$ cat src/rtl/cpu_memif_pkg.sv
// Shared definitions for the memory-access stage: opcodes, DMPU descriptor
// layout and the registered data-bus request record.
package cpu_memif_pkg;

  localparam logic [5:0] OP_LDB = 6'h10;
  localparam logic [5:0] OP_LDH = 6'h11;
  localparam logic [5:0] OP_LDW = 6'h12;
  localparam logic [5:0] OP_STB = 6'h18;
  localparam logic [5:0] OP_STH = 6'h19;
  localparam logic [5:0] OP_STW = 6'h1A;

  localparam int unsigned DMPU_EN    = 7;
  localparam int unsigned DMPU_W     = 6;
  localparam int unsigned DMPU_R     = 5;
  localparam int unsigned DMPU_K     = 0;
  localparam int unsigned DMPU_K_W   = 5;
  localparam int unsigned DMPU_MIN_K = 12;

  typedef enum logic [1:0] {
    SZ_BYTE = 2'd0,
    SZ_HALF = 2'd1,
    SZ_WORD = 2'd2
  } mem_size_e;

  typedef enum logic {
    ST_IDLE,
    ST_BUSY
  } memif_state_e;

  typedef struct packed {
    logic        write;
    logic [31:0] addr;
    logic [31:0] wdata;
    logic [3:0]  wmask;
    logic [1:0]  off;
    mem_size_e   size;
  } dbus_req_t;

  function automatic logic is_mem_op(input logic [5:0] op);
    return op inside {OP_LDB, OP_LDH, OP_LDW, OP_STB, OP_STH, OP_STW};
  endfunction

endpackage

$ cat src/rtl/cpu_memif_if.sv
// Single-outstanding request/ack data bus between the memory stage and memory.
interface cpu_memif_if;
  logic        dbus_request;
  logic        dbus_write;
  logic [31:0] dbus_addr;
  logic [31:0] dbus_wdata;
  logic [3:0]  dbus_wmask;
  logic        dbus_ack;
  logic [31:0] dbus_rdata;

  modport master (
    output dbus_request, dbus_write, dbus_addr, dbus_wdata, dbus_wmask,
    input  dbus_ack, dbus_rdata
  );

  modport slave (
    input  dbus_request, dbus_write, dbus_addr, dbus_wdata, dbus_wmask,
    output dbus_ack, dbus_rdata
  );
endinterface

$ cat src/rtl/cpu_memif_dmpu_check.sv
// User-mode region permission check against the DMPU descriptors.
module cpu_dmpu_check
  import cpu_memif_pkg::*;
#(
  parameter int unsigned NUM_REGIONS = 8
) (
  input  logic [31:0] ea,
  input  logic        is_store,
  input  logic        supervisor,
  input  logic [31:0] csr_dmpu [NUM_REGIONS],
  output logic        allow
);

  // Region of 2^k bytes: compare only the address bits above k.
  function automatic logic region_grants(input logic [31:0] d, input logic [31:0] a,
                                         input logic st);
    logic [4:0]  k;
    logic [31:0] mask;
    logic        hit;
    k    = d[DMPU_K +: DMPU_K_W];
    mask = 32'hFFFF_FFFF << k;
    hit  = d[DMPU_EN] && (32'(k) >= DMPU_MIN_K) && (((a ^ d) & mask) == '0);
    return hit && (st ? d[DMPU_W] : d[DMPU_R]);
  endfunction

  always_comb begin
    allow = supervisor;
    for (int unsigned i = 0; i < NUM_REGIONS; i++) begin
      if (region_grants(csr_dmpu[i], ea, is_store)) allow = 1'b1;
    end
  end

endmodule

$ cat src/rtl/cpu_memif.sv
// Memory-access stage: effective address, alignment/permission checks,
// data-bus request FSM, store lane steering and load extension.
module cpu_memif
  import cpu_memif_pkg::*;
#(
  parameter int unsigned NUM_REGIONS = 8
) (
  input  logic        clock,
  input  logic        reset,
  input  logic [5:0]  p3_op,
  input  logic [31:0] p3_data_a,
  input  logic [12:0] p3_literal,
  input  logic [31:0] p3_data_b,
  input  logic        p4_jump_taken,
  input  logic [31:0] csr_dmpu0,
  input  logic [31:0] csr_dmpu1,
  input  logic [31:0] csr_dmpu2,
  input  logic [31:0] csr_dmpu3,
  input  logic [31:0] csr_dmpu4,
  input  logic [31:0] csr_dmpu5,
  input  logic [31:0] csr_dmpu6,
  input  logic [31:0] csr_dmpu7,
  input  logic        supervisor,
  output logic        stall,
  output logic [31:0] p4_mem_addr,
  output logic        p4_misaligned_address,
  output logic        p4_load_access_fault,
  output logic        p4_store_access_fault,
  output logic [31:0] p4_load_data,
  cpu_memif_if.master dbus
);

  logic [31:0]  csr_dmpu [NUM_REGIONS];
  logic [31:0]  ea;
  mem_size_e    size;
  logic         is_store, active, misaligned, allow, legal;
  logic         fault_mis, fault_acc;
  logic [31:0]  lane;
  dbus_req_t    req_n, req_q;
  memif_state_e state;

  always_comb csr_dmpu = '{csr_dmpu0, csr_dmpu1, csr_dmpu2, csr_dmpu3,
                           csr_dmpu4, csr_dmpu5, csr_dmpu6, csr_dmpu7};

  assign ea         = p3_data_a + {{19{p3_literal[12]}}, p3_literal};
  assign size       = mem_size_e'(p3_op[1:0]);
  assign is_store   = p3_op[3];
  assign active     = is_mem_op(p3_op) & ~p4_jump_taken;
  assign misaligned = ((size == SZ_HALF) & ea[0]) | ((size == SZ_WORD) & (|ea[1:0]));
  assign fault_mis  = active & misaligned;
  assign fault_acc  = active & ~misaligned & ~allow;
  assign legal      = active & ~misaligned & allow;

  cpu_dmpu_check #(.NUM_REGIONS(NUM_REGIONS)) u_dmpu_check (
    .ea        (ea),
    .is_store  (is_store),
    .supervisor(supervisor),
    .csr_dmpu  (csr_dmpu),
    .allow     (allow)
  );

  always_comb begin
    req_n       = '0;
    req_n.write = is_store;
    req_n.addr  = {ea[31:2], 2'b00};
    req_n.off   = ea[1:0];
    req_n.size  = size;
    case (size)
      SZ_BYTE: begin
        req_n.wdata = {4{p3_data_b[7:0]}};
        req_n.wmask = 4'b0001 << ea[1:0];
      end
      SZ_HALF: begin
        req_n.wdata = {2{p3_data_b[15:0]}};
        req_n.wmask = ea[1] ? 4'b1100 : 4'b0011;
      end
      default: begin
        req_n.wdata = p3_data_b;
        req_n.wmask = 4'b1111;
      end
    endcase
    if (!is_store) req_n.wmask = '0;
  end

  assign dbus.dbus_request = (state == ST_BUSY);
  assign dbus.dbus_write   = req_q.write;
  assign dbus.dbus_addr    = req_q.addr;
  assign dbus.dbus_wdata   = req_q.wdata;
  assign dbus.dbus_wmask   = req_q.wmask;
  assign stall             = dbus.dbus_request & ~dbus.dbus_ack;

  // Lane offset and size come from the request in flight, not from P3.
  assign lane = dbus.dbus_rdata >> {req_q.off, 3'b000};

  always_comb begin
    case (req_q.size)
      SZ_BYTE: p4_load_data = {{24{lane[7]}}, lane[7:0]};
      SZ_HALF: p4_load_data = {{16{lane[15]}}, lane[15:0]};
      default: p4_load_data = lane;
    endcase
  end

  always_ff @(posedge clock) begin
    if (reset) begin
      state                 <= ST_IDLE;
      req_q                 <= '0;
      p4_mem_addr           <= '0;
      p4_misaligned_address <= 1'b0;
      p4_load_access_fault  <= 1'b0;
      p4_store_access_fault <= 1'b0;
    end else begin
      if (!stall) begin
        p4_mem_addr           <= ea;
        p4_misaligned_address <= fault_mis;
        p4_load_access_fault  <= fault_acc & ~is_store;
        p4_store_access_fault <= fault_acc & is_store;
      end
      unique case (state)
        ST_IDLE: begin
          if (legal) begin
            state <= ST_BUSY;
            req_q <= req_n;
          end
        end
        ST_BUSY: begin
          if (dbus.dbus_ack) begin
            if (legal) req_q <= req_n;
            else       state <= ST_IDLE;
          end
        end
        default: state <= ST_IDLE;
      endcase
    end
  end

endmodule
$ cat src/flat_wrapper.sv
// flat-port wrapper written by rule: the top's interface ports become plain ports
module cpu_memif_flat import cpu_memif_pkg::*;
#(
  parameter int unsigned NUM_REGIONS = 8
)
  (clock, reset, p3_op, p3_data_a, p3_literal, p3_data_b, p4_jump_taken, csr_dmpu0, csr_dmpu1, csr_dmpu2, csr_dmpu3, csr_dmpu4, csr_dmpu5, csr_dmpu6, csr_dmpu7, supervisor, stall, p4_mem_addr, p4_misaligned_address, p4_load_access_fault, p4_store_access_fault, p4_load_data, dbus_dbus_request, dbus_dbus_write, dbus_dbus_addr, dbus_dbus_wdata, dbus_dbus_wmask, dbus_dbus_ack, dbus_dbus_rdata);
  cpu_memif_if dbus_i ();
  input  logic clock;
  input  logic reset;
  input  logic [5:0] p3_op;
  input  logic [31:0] p3_data_a;
  input  logic [12:0] p3_literal;
  input  logic [31:0] p3_data_b;
  input  logic p4_jump_taken;
  input  logic [31:0] csr_dmpu0;
  input  logic [31:0] csr_dmpu1;
  input  logic [31:0] csr_dmpu2;
  input  logic [31:0] csr_dmpu3;
  input  logic [31:0] csr_dmpu4;
  input  logic [31:0] csr_dmpu5;
  input  logic [31:0] csr_dmpu6;
  input  logic [31:0] csr_dmpu7;
  input  logic supervisor;
  output logic stall;
  output logic [31:0] p4_mem_addr;
  output logic p4_misaligned_address;
  output logic p4_load_access_fault;
  output logic p4_store_access_fault;
  output logic [31:0] p4_load_data;
  output wire logic [$bits(dbus_i.dbus_request)-1:0] dbus_dbus_request;
  output wire logic [$bits(dbus_i.dbus_write)-1:0] dbus_dbus_write;
  output wire logic [$bits(dbus_i.dbus_addr)-1:0] dbus_dbus_addr;
  output wire logic [$bits(dbus_i.dbus_wdata)-1:0] dbus_dbus_wdata;
  output wire logic [$bits(dbus_i.dbus_wmask)-1:0] dbus_dbus_wmask;
  input wire logic [$bits(dbus_i.dbus_ack)-1:0] dbus_dbus_ack;
  input wire logic [$bits(dbus_i.dbus_rdata)-1:0] dbus_dbus_rdata;
  assign dbus_dbus_request = dbus_i.dbus_request;
  assign dbus_dbus_write = dbus_i.dbus_write;
  assign dbus_dbus_addr = dbus_i.dbus_addr;
  assign dbus_dbus_wdata = dbus_i.dbus_wdata;
  assign dbus_dbus_wmask = dbus_i.dbus_wmask;
  assign dbus_i.dbus_ack = dbus_dbus_ack;
  assign dbus_i.dbus_rdata = dbus_dbus_rdata;
  cpu_memif #(.NUM_REGIONS(NUM_REGIONS)) u_core (.clock(clock), .reset(reset), .p3_op(p3_op), .p3_data_a(p3_data_a), .p3_literal(p3_literal), .p3_data_b(p3_data_b), .p4_jump_taken(p4_jump_taken), .csr_dmpu0(csr_dmpu0), .csr_dmpu1(csr_dmpu1), .csr_dmpu2(csr_dmpu2), .csr_dmpu3(csr_dmpu3), .csr_dmpu4(csr_dmpu4), .csr_dmpu5(csr_dmpu5), .csr_dmpu6(csr_dmpu6), .csr_dmpu7(csr_dmpu7), .supervisor(supervisor), .stall(stall), .p4_mem_addr(p4_mem_addr), .p4_misaligned_address(p4_misaligned_address), .p4_load_access_fault(p4_load_access_fault), .p4_store_access_fault(p4_store_access_fault), .p4_load_data(p4_load_data), .dbus(dbus_i));
endmodule
$ cat config.mk
export PLATFORM = sky130hd
export DESIGN_NAME = cpu_memif_flat
export DESIGN_NICKNAME = d
export VERILOG_FILES = /design/src/rtl/cpu_memif_pkg.sv /design/src/rtl/cpu_memif_if.sv /design/src/rtl/cpu_memif_dmpu_check.sv /design/src/rtl/cpu_memif.sv /design/src/flat_wrapper.sv
export SDC_FILE = /design/constraint.sdc
export NUM_CORES = 1
export LEC_CHECK = 0
export BUFFER_PORTS_ARGS = -buffer_cell sky130_fd_sc_hd__buf_2
export CORE_AREA = 2 2 202 204
export DETAILED_ROUTE_END_ITERATION = 8
export DIE_AREA = 0 0 204 206
export PLACE_DENSITY = 0.66
export SLEW_MARGIN = 20
export SYNTH_ARGS = -nofsm -noshare
export SYNTH_HDL_FRONTEND = slang
export SYNTH_HIERARCHICAL = 1
export SYNTH_SLANG_ARGS = --single-unit
$ cat constraint.sdc
create_clock -name clock -period 6.8 [get_ports clock]
set_clock_uncertainty 0.1 [all_clocks]
set_input_delay 0.68 -clock clock [delete_from_list [all_inputs] [get_ports clock]]
set_output_delay 0.68 -clock clock [all_outputs]
set_load 0.01 [all_outputs]
* Word level (Yosys, flattened, before mapping)
Cells that the tools add are included.
** Operators by class
- Add/subtract/negate cells :: 1
- $lt $le $gt $ge :: 8
- Equality and inequality tests :: 10
- Shifts and indexed selects :: 10
- Multiplexer cells :: 26
- Bitwise gates (word level) :: 33
- Reduce and logical (&&, ||, !) cells :: 36
** Operators with widths (count)
- $and 32x32->32 :: 8
- $logic_not 32->1 :: 8
- $shl 32x5->32 const A :: 8
- $xor 32x32->32 :: 8
- $mux 73 :: 2
- $pmux 73 s2 :: 1
- $pmux 36 s2 :: 1
- $pmux 32 s2 :: 1
- $ge 5x4->1 const B :: 8
- $eq 6x5->1 const B :: 6
- $add 32x32->32 :: 1
- $shr 32x5->32 :: 1
- $logic_and 1x1->1 :: 24
- $mux 1 :: 18
- $and 1x1->1 :: 10
- $mux 4 :: 2
- $not 1->1 :: 6
- $reduce_bool 6->1 :: 1
- $eq 2x1->1 const B :: 2
- $logic_not 2->1 :: 2
- $shl 1x2->4 const A :: 1
- $eq 2x2->1 const B :: 1
- $ne 2x2->1 const B :: 1
- $pmux 1 s2 :: 1
- other kinds (2) :: 2
** Storage, ports and cells
- Flip-flop bits (word level) :: 109
- Bits of input ports :: 376

* Logic depth before layout (Yosys ltp)
- Depth after elaboration :: 18
- Mapped depth :: 27
- Gate-level depth less buffers :: 24

* Cells and area by module
The synthesis kept the hierarchy.
** By module, submodules not included
- cpu_memif :: instances 1, cells each 954, area each 7021.7 µm²
- cpu_dmpu_check :: instances 1, cells each 712, area each 4734.5 µm²

* Worst setup path after synthesis
Ideal clock, no wire load.
- Path kind :: input-to-reg
- Start :: in p3_data_a[0]
- End :: reg u_core.req_q, in the netlist u_core/dbus.dbus_addr[11]
- Arrival time :: 5.420 ns
- Required time :: 6.630 ns
- Slack :: 1.210 ns
- Stages on the path :: 26
- Path buffers :: 3
- Cell sequence :: ha_1 -> inv_1 -> fa_1 -> and2b_1 -> o2111ai_2 -> a21boi_2 -> a311oi_4 -> o21ai_0 -> a211o_1 -> and4b_1 -> or3_1 -> buf_2 -> xnor2_1 -> a41oi_1 -> a2111oi_2 -> nand3_1 -> nor4_1 -> o211a_1 -> a2111oi_2 -> o2111ai_1 -> inv_1 -> nor2_1 -> clkbuf_1 -> buf_1 -> nand2_1 -> a21oi_1
** On the way
- Longest elaborated chain between the ends :: 18
** RTL lines
- from (decl) :: RTL line flat_wrapper.sv:11 : input logic [31:0] p3_data_a;
- $add 32x32->32 * :: RTL line cpu_memif.sv:45 : assign ea = p3_data_a + {{19{p3_literal[12]}}, p3_literal};
- via u_core.ea[30] :: RTL line cpu_memif.sv:34 : logic [31:0] ea;
- $xor 32x32->32 :: RTL line cpu_memif_dmpu_check.sv:22 : hit = d[DMPU_EN] && (32'(k) >= DMPU_MIN_K) && (((a ^ d) & mask) == '0);
- $and 32x32->32 :: RTL line cpu_memif_dmpu_check.sv:22
- $logic_not 32->1 :: RTL line cpu_memif_dmpu_check.sv:22
- $logic_and 1x1->1 :: RTL line cpu_memif_dmpu_check.sv:22
- $logic_and 1x1->1 :: RTL line cpu_memif_dmpu_check.sv:23 : return hit && (st ? d[DMPU_W] : d[DMPU_R]);
- $mux 1 (7 in a row) :: RTL line cpu_memif_dmpu_check.sv:29 : if (region_grants(csr_dmpu[i], ea, is_store)) allow = 1'b1;
- $mux 1 * :: RTL line cpu_memif_dmpu_check.sv:29
- via u_core.allow :: RTL line cpu_memif.sv:36 : logic is_store, active, misaligned, allow, legal;
- $and 1x1->1 * :: RTL line cpu_memif.sv:52 : assign legal = active & ~misaligned & allow;
- $mux 73 * :: RTL line cpu_memif.sv:120, cpu_memif.sv:127
- $mux 73 :: RTL line cpu_memif.sv:126 : if (dbus.dbus_ack) begin
- $pmux 73 s2 * :: RTL line cpu_memif.sv:118 : unique case (state)
- to (signal assigned) :: RTL line cpu_memif.sv:122 : req_q <= req_n;
- to (signal assigned) :: RTL line cpu_memif.sv:127 : if (legal) req_q <= req_n;
- to (decl) :: RTL line cpu_memif.sv:39 : dbus_req_t req_n, req_q;
Mark *: on every way through the listed nets, which the timed path passes. The rest lies on a longest branch. The select of a mux whose other input is x is not followed.
A chain may end at the register's enable or synchronous reset.

* Worst setup path after layout
- Start :: in p3_data_a[0]
- End :: reg u_core.req_q, in the netlist u_core/dbus.dbus_wdata[8]
** On the way
- Longest elaborated chain between the ends :: 18
** RTL lines (RTL line)
- $add 32x32->32 * :: cpu_memif.sv:45
- via u_core.ea[30] :: cpu_memif.sv:34
- $xor 32x32->32 :: cpu_memif_dmpu_check.sv:22
- $and 32x32->32 :: cpu_memif_dmpu_check.sv:22
- $logic_not 32->1 :: cpu_memif_dmpu_check.sv:22
- $logic_and 1x1->1 :: cpu_memif_dmpu_check.sv:22
- $logic_and 1x1->1 :: cpu_memif_dmpu_check.sv:23
- $mux 1 (7 in a row) :: cpu_memif_dmpu_check.sv:29
- $mux 1 * :: cpu_memif_dmpu_check.sv:29
- via u_core.allow :: cpu_memif.sv:36
- $and 1x1->1 * :: cpu_memif.sv:52
- $mux 73 *
- $mux 73
- $pmux 73 s2 *
Marked as above.

==> results.md <==
* Largest delay contributor family on the critical path: compound AO/OA/AOI/OAI gates
* Die X at 204 µm
* Worst Setup SP: p3_data_a[0]
* Final period util at 0.927
* Post-synth ARST share at 0
* DRC errors left at 0
* Crit path DAT at 6470 ps
* RSZ-0062 raised after global routing: false
* Slowest CP cell: a311oi_4
* Root Buffer: clkbuf_16
* WS Path Type: in -> reg
* Final wirelength at approximately 57 mm
* Clock Tree Buf Depth at 2
* Cell Area, Placed at 14400 µm²
* Initial Utilization at 0.293
* Total power at around 2.7 mW
* CTS H-tree lvls at 3
* DRT iter0 DRCs at 1569
* Final Critical Period at 6300 ps
* Max_slew headroom at 0.284
* Status: finished clean
* Clock-pin slew on the worst setup and hold paths at 80 ps
* Via count at 14056
* Fmax at 159 MHz
* Vias per cell at approximately 5.5
* Die height at 206 µm
* Seq. cell area at around 2100 µm²
* Mapped cell area at 11800 µm²
* Post-synth top cells: nand2_1, a21oi_1, xor2_1
* Worst slew pin tran at 1070 ps
* Hold Crit Start: u_core/dbus.dbus_wmask[3]$_SDFFE_PP0P_
* Worst-Skew Late Latency at 360 ps
* Post-synthesis register bit count at 107
* Max-cap violations at 0
* Total track usage at 0.255
* Number of cells on the worst hold path at 2
* Hold endpoint: u_core/dbus.dbus_wmask[3]$_SDFFE_PP0P_
* Crit-path max cell delay at ~480 ps
* Die Footprint at 42000 µm²
* IO Count at 514
* Synth top area share at 0.182
* DR WL/cell at 22.2 µm
* Synth Instances at 1666
* Register-to-Register Path Depth at 8
* Grt ovf at 0
* Top_reg_cell synth: dfxtp_1
* # fillers at 4315
* Reg2Reg Setup Slack at 4610 ps
* Setup WS post-layout at 498 ps
* PwrDens at roughly 190 nW/µm²
* Post CTS Setup Buffer Count at 0
* Critical path peak fanout at 46
* CTS tree: done
* Max-slew violations at 0
* Critical Path RT at ~7000 ps
* Placer Congestion at 0.997
* # rows at 74
* Crit start category: primary input
* Final Cell Area at 14700 µm²
* CTS buffer count at 9
* Leak at between 6 and 7 nW
* Nets@finish at 2446
* Layout cell share with drive strength beyond 1 at 0.298
* Multi-input gate area at 8600 µm²
* Number of synthesized flops with an enable pin at 0
* Pre-CTS setup slack at 74.2 ps
* Crit. End Element: flip-flop
* Initial antenna violation count at 4
* Synth area leaders: dfxtp_1, a21oi_1, xor2_1
* Drt pass-1 iters at 6
* Synthesized area per cell at 7.06 µm²
* Top-count cell post-synth: nand2_1
* Largest net degree at the start of global routing at 73
* Global-route wire length before repair at around 81 mm
* Clk sinks at 107
* Worst R2R End: u_core/dbus.dbus_addr[28]$_SDFFE_PP0P_
* Number of global-route vias before repair at around 13000
* Post-DP HPWL at 44.1 mm
* Distinct cells, synth at 85
* Critical R2R Launch: u_core/dbus.dbus_request$_SDFF_PP0_
* Max VDD drop at between 0.1 and 0.15 mV
* Hold crit path type: reg -> reg
* Final setup viols at 0
* Worst path bufs/invs at 5
* Final Hold Viols at 0
* Dominant cell type by area after synthesis: dfxtp_1
* Layout Utilization at 0.367
* Synth Warn # at 6
* Core ar. at 40200 µm²
* Area growth syn-to-layout at 25.3%
* PortBufs at 504
* Setup TNS at 0 ps
* Routed Antenna Nets at 0
* Post-synthesis sequential area ratio at 0.182
[sequential cells by signal, summed over array words and instances (netlist names)]
signal / cells
u_core/dbus.dbus_write: 1
u_core/dbus.dbus_request: 1
u_core/dbus.dbus_wdata: 32
u_core/dbus.dbus_wmask: 4
u_core/p4_load_access_fault: 1
u_core/req_q: 4
u_core/p4_store_access_fault: 1
u_core/p4_mem_addr: 32
u_core/p4_misaligned_address: 1
u_core/dbus.dbus_addr: 30
[how the worst max path moves through the flow]
| stage | endpoint | depth (start not counted) |
|---|---|---|
| after floorplan | u_core/dbus.dbus_addr[11]$_SDFFE_PP0P_ | 26 |
| after global placement | u_core/dbus.dbus_wdata[8]$_SDFFE_PP0P_ | 25 |
| after detailed placement | u_core/dbus.dbus_wdata[14]$_SDFFE_PP0P_ | 25 |
| after CTS | u_core/dbus.dbus_wdata[8]$_SDFFE_PP0P_ | 25 |
| after global routing | u_core/dbus.dbus_wdata[14]$_SDFFE_PP0P_ | 25 |
| final | u_core/dbus.dbus_wdata[8]$_SDFFE_PP0P_ | 26 |
[logic make-up (layout without fill, tap and decap cells)]
family | Yosys count | in the layout | share of synthesized area
other | 1 | 6 | 0.000319
buffers and inverters | 224 | 599 | 0.101
XOR/XNOR | 237 | 237 | 0.177
AND/OR/NAND/NOR | 490 | 490 | 0.185
flip-flops | 107 | 107 | 0.182
AO/OA/AOI/OAI | 530 | 530 | 0.282
adder cells (fa/ha/maj) | 37 | 37 | 0.0390
multiplexers | 40 | 40 | 0.0342
[cell usage in the layout (no fill, tap or decap), types with 18 or more instances in the layout]
cell,netlist,routed
a211oi_1,35,35
a21oi_1,215,214
a31oi_1,25,25
buf_2,32,503
buf_4,75,42
dfxtp_1,107,107
ha_1,31,31
inv_1,32,30
mux2i_1,39,39
nand2_1,232,231
nand3_1,23,23
nor2_1,117,116
nor2b_1,18,18
nor3_1,23,23
o21ai_0,96,96
xnor2_1,115,101
xor2_1,122,116
[routing by layer]
metal | up-vias | global-route usage | wire, µm
met5 | - | 0 | 13
met4 | 2 | 0.105 | 2140
met3 | 128 | 0.0437 | 4850
met2 | 784 | 0.422 | 26700
met1 | 6583 | 0.329 | 23600
li1 | 6559 | - | -
[worst register-to-register path, stage by stage, from the launching register on]
cell      delay [ps]
dfxtp_1          310
nand2b_1          70
buf_4            380
nand2_1          210
inv_1            160
nand2_2           90
buf_12           210
or4_1            500
nand3_1           90
[through the flow]
| stage | cells | hold slack (ps) |
|---|---|---|
| 5_1_grt | 2577 | 373 |
| 6_report | 2578 | 352 |
| 3_5_place_dp | 2559 | 342 |
| 3_3_place_gp | 2559 | 338 |
| 2_1_floorplan | 1667 | 332 |
| 4_1_cts | 2574 | 353 |
[power breakdown]
group	internal [mW]	switching (mW)	leakage, nW
registers	0.657	0.0180	0.872
logic	0.586	0.957	5.44
clock network	0.251	0.260	0.130
total	1.49	1.24	6.44
[cell type report]
class / instances / share of cell area
antenna: 4 / 0.000679
clock buffer: 9 / 0.0153
clock inverter: 6 / 0.00331
inverter: 35 / 0.00892
multi-input combinational: 1336 / 0.584
sequential: 107 / 0.145
tap: 532 / 0.0452
timing repair buffer: 549 / 0.198
[repair_timing]
| item | 4_1_cts | 5_1_grt |
|---|---|---|
| endpoints found under the setup margin | 0 | 3 |
| endpoints found under the hold margin | 0 | 0 |
| resized for setup | 0 | 2 |
| hold buffers | 0 | 0 |
(Power assumes the default switching activity.)
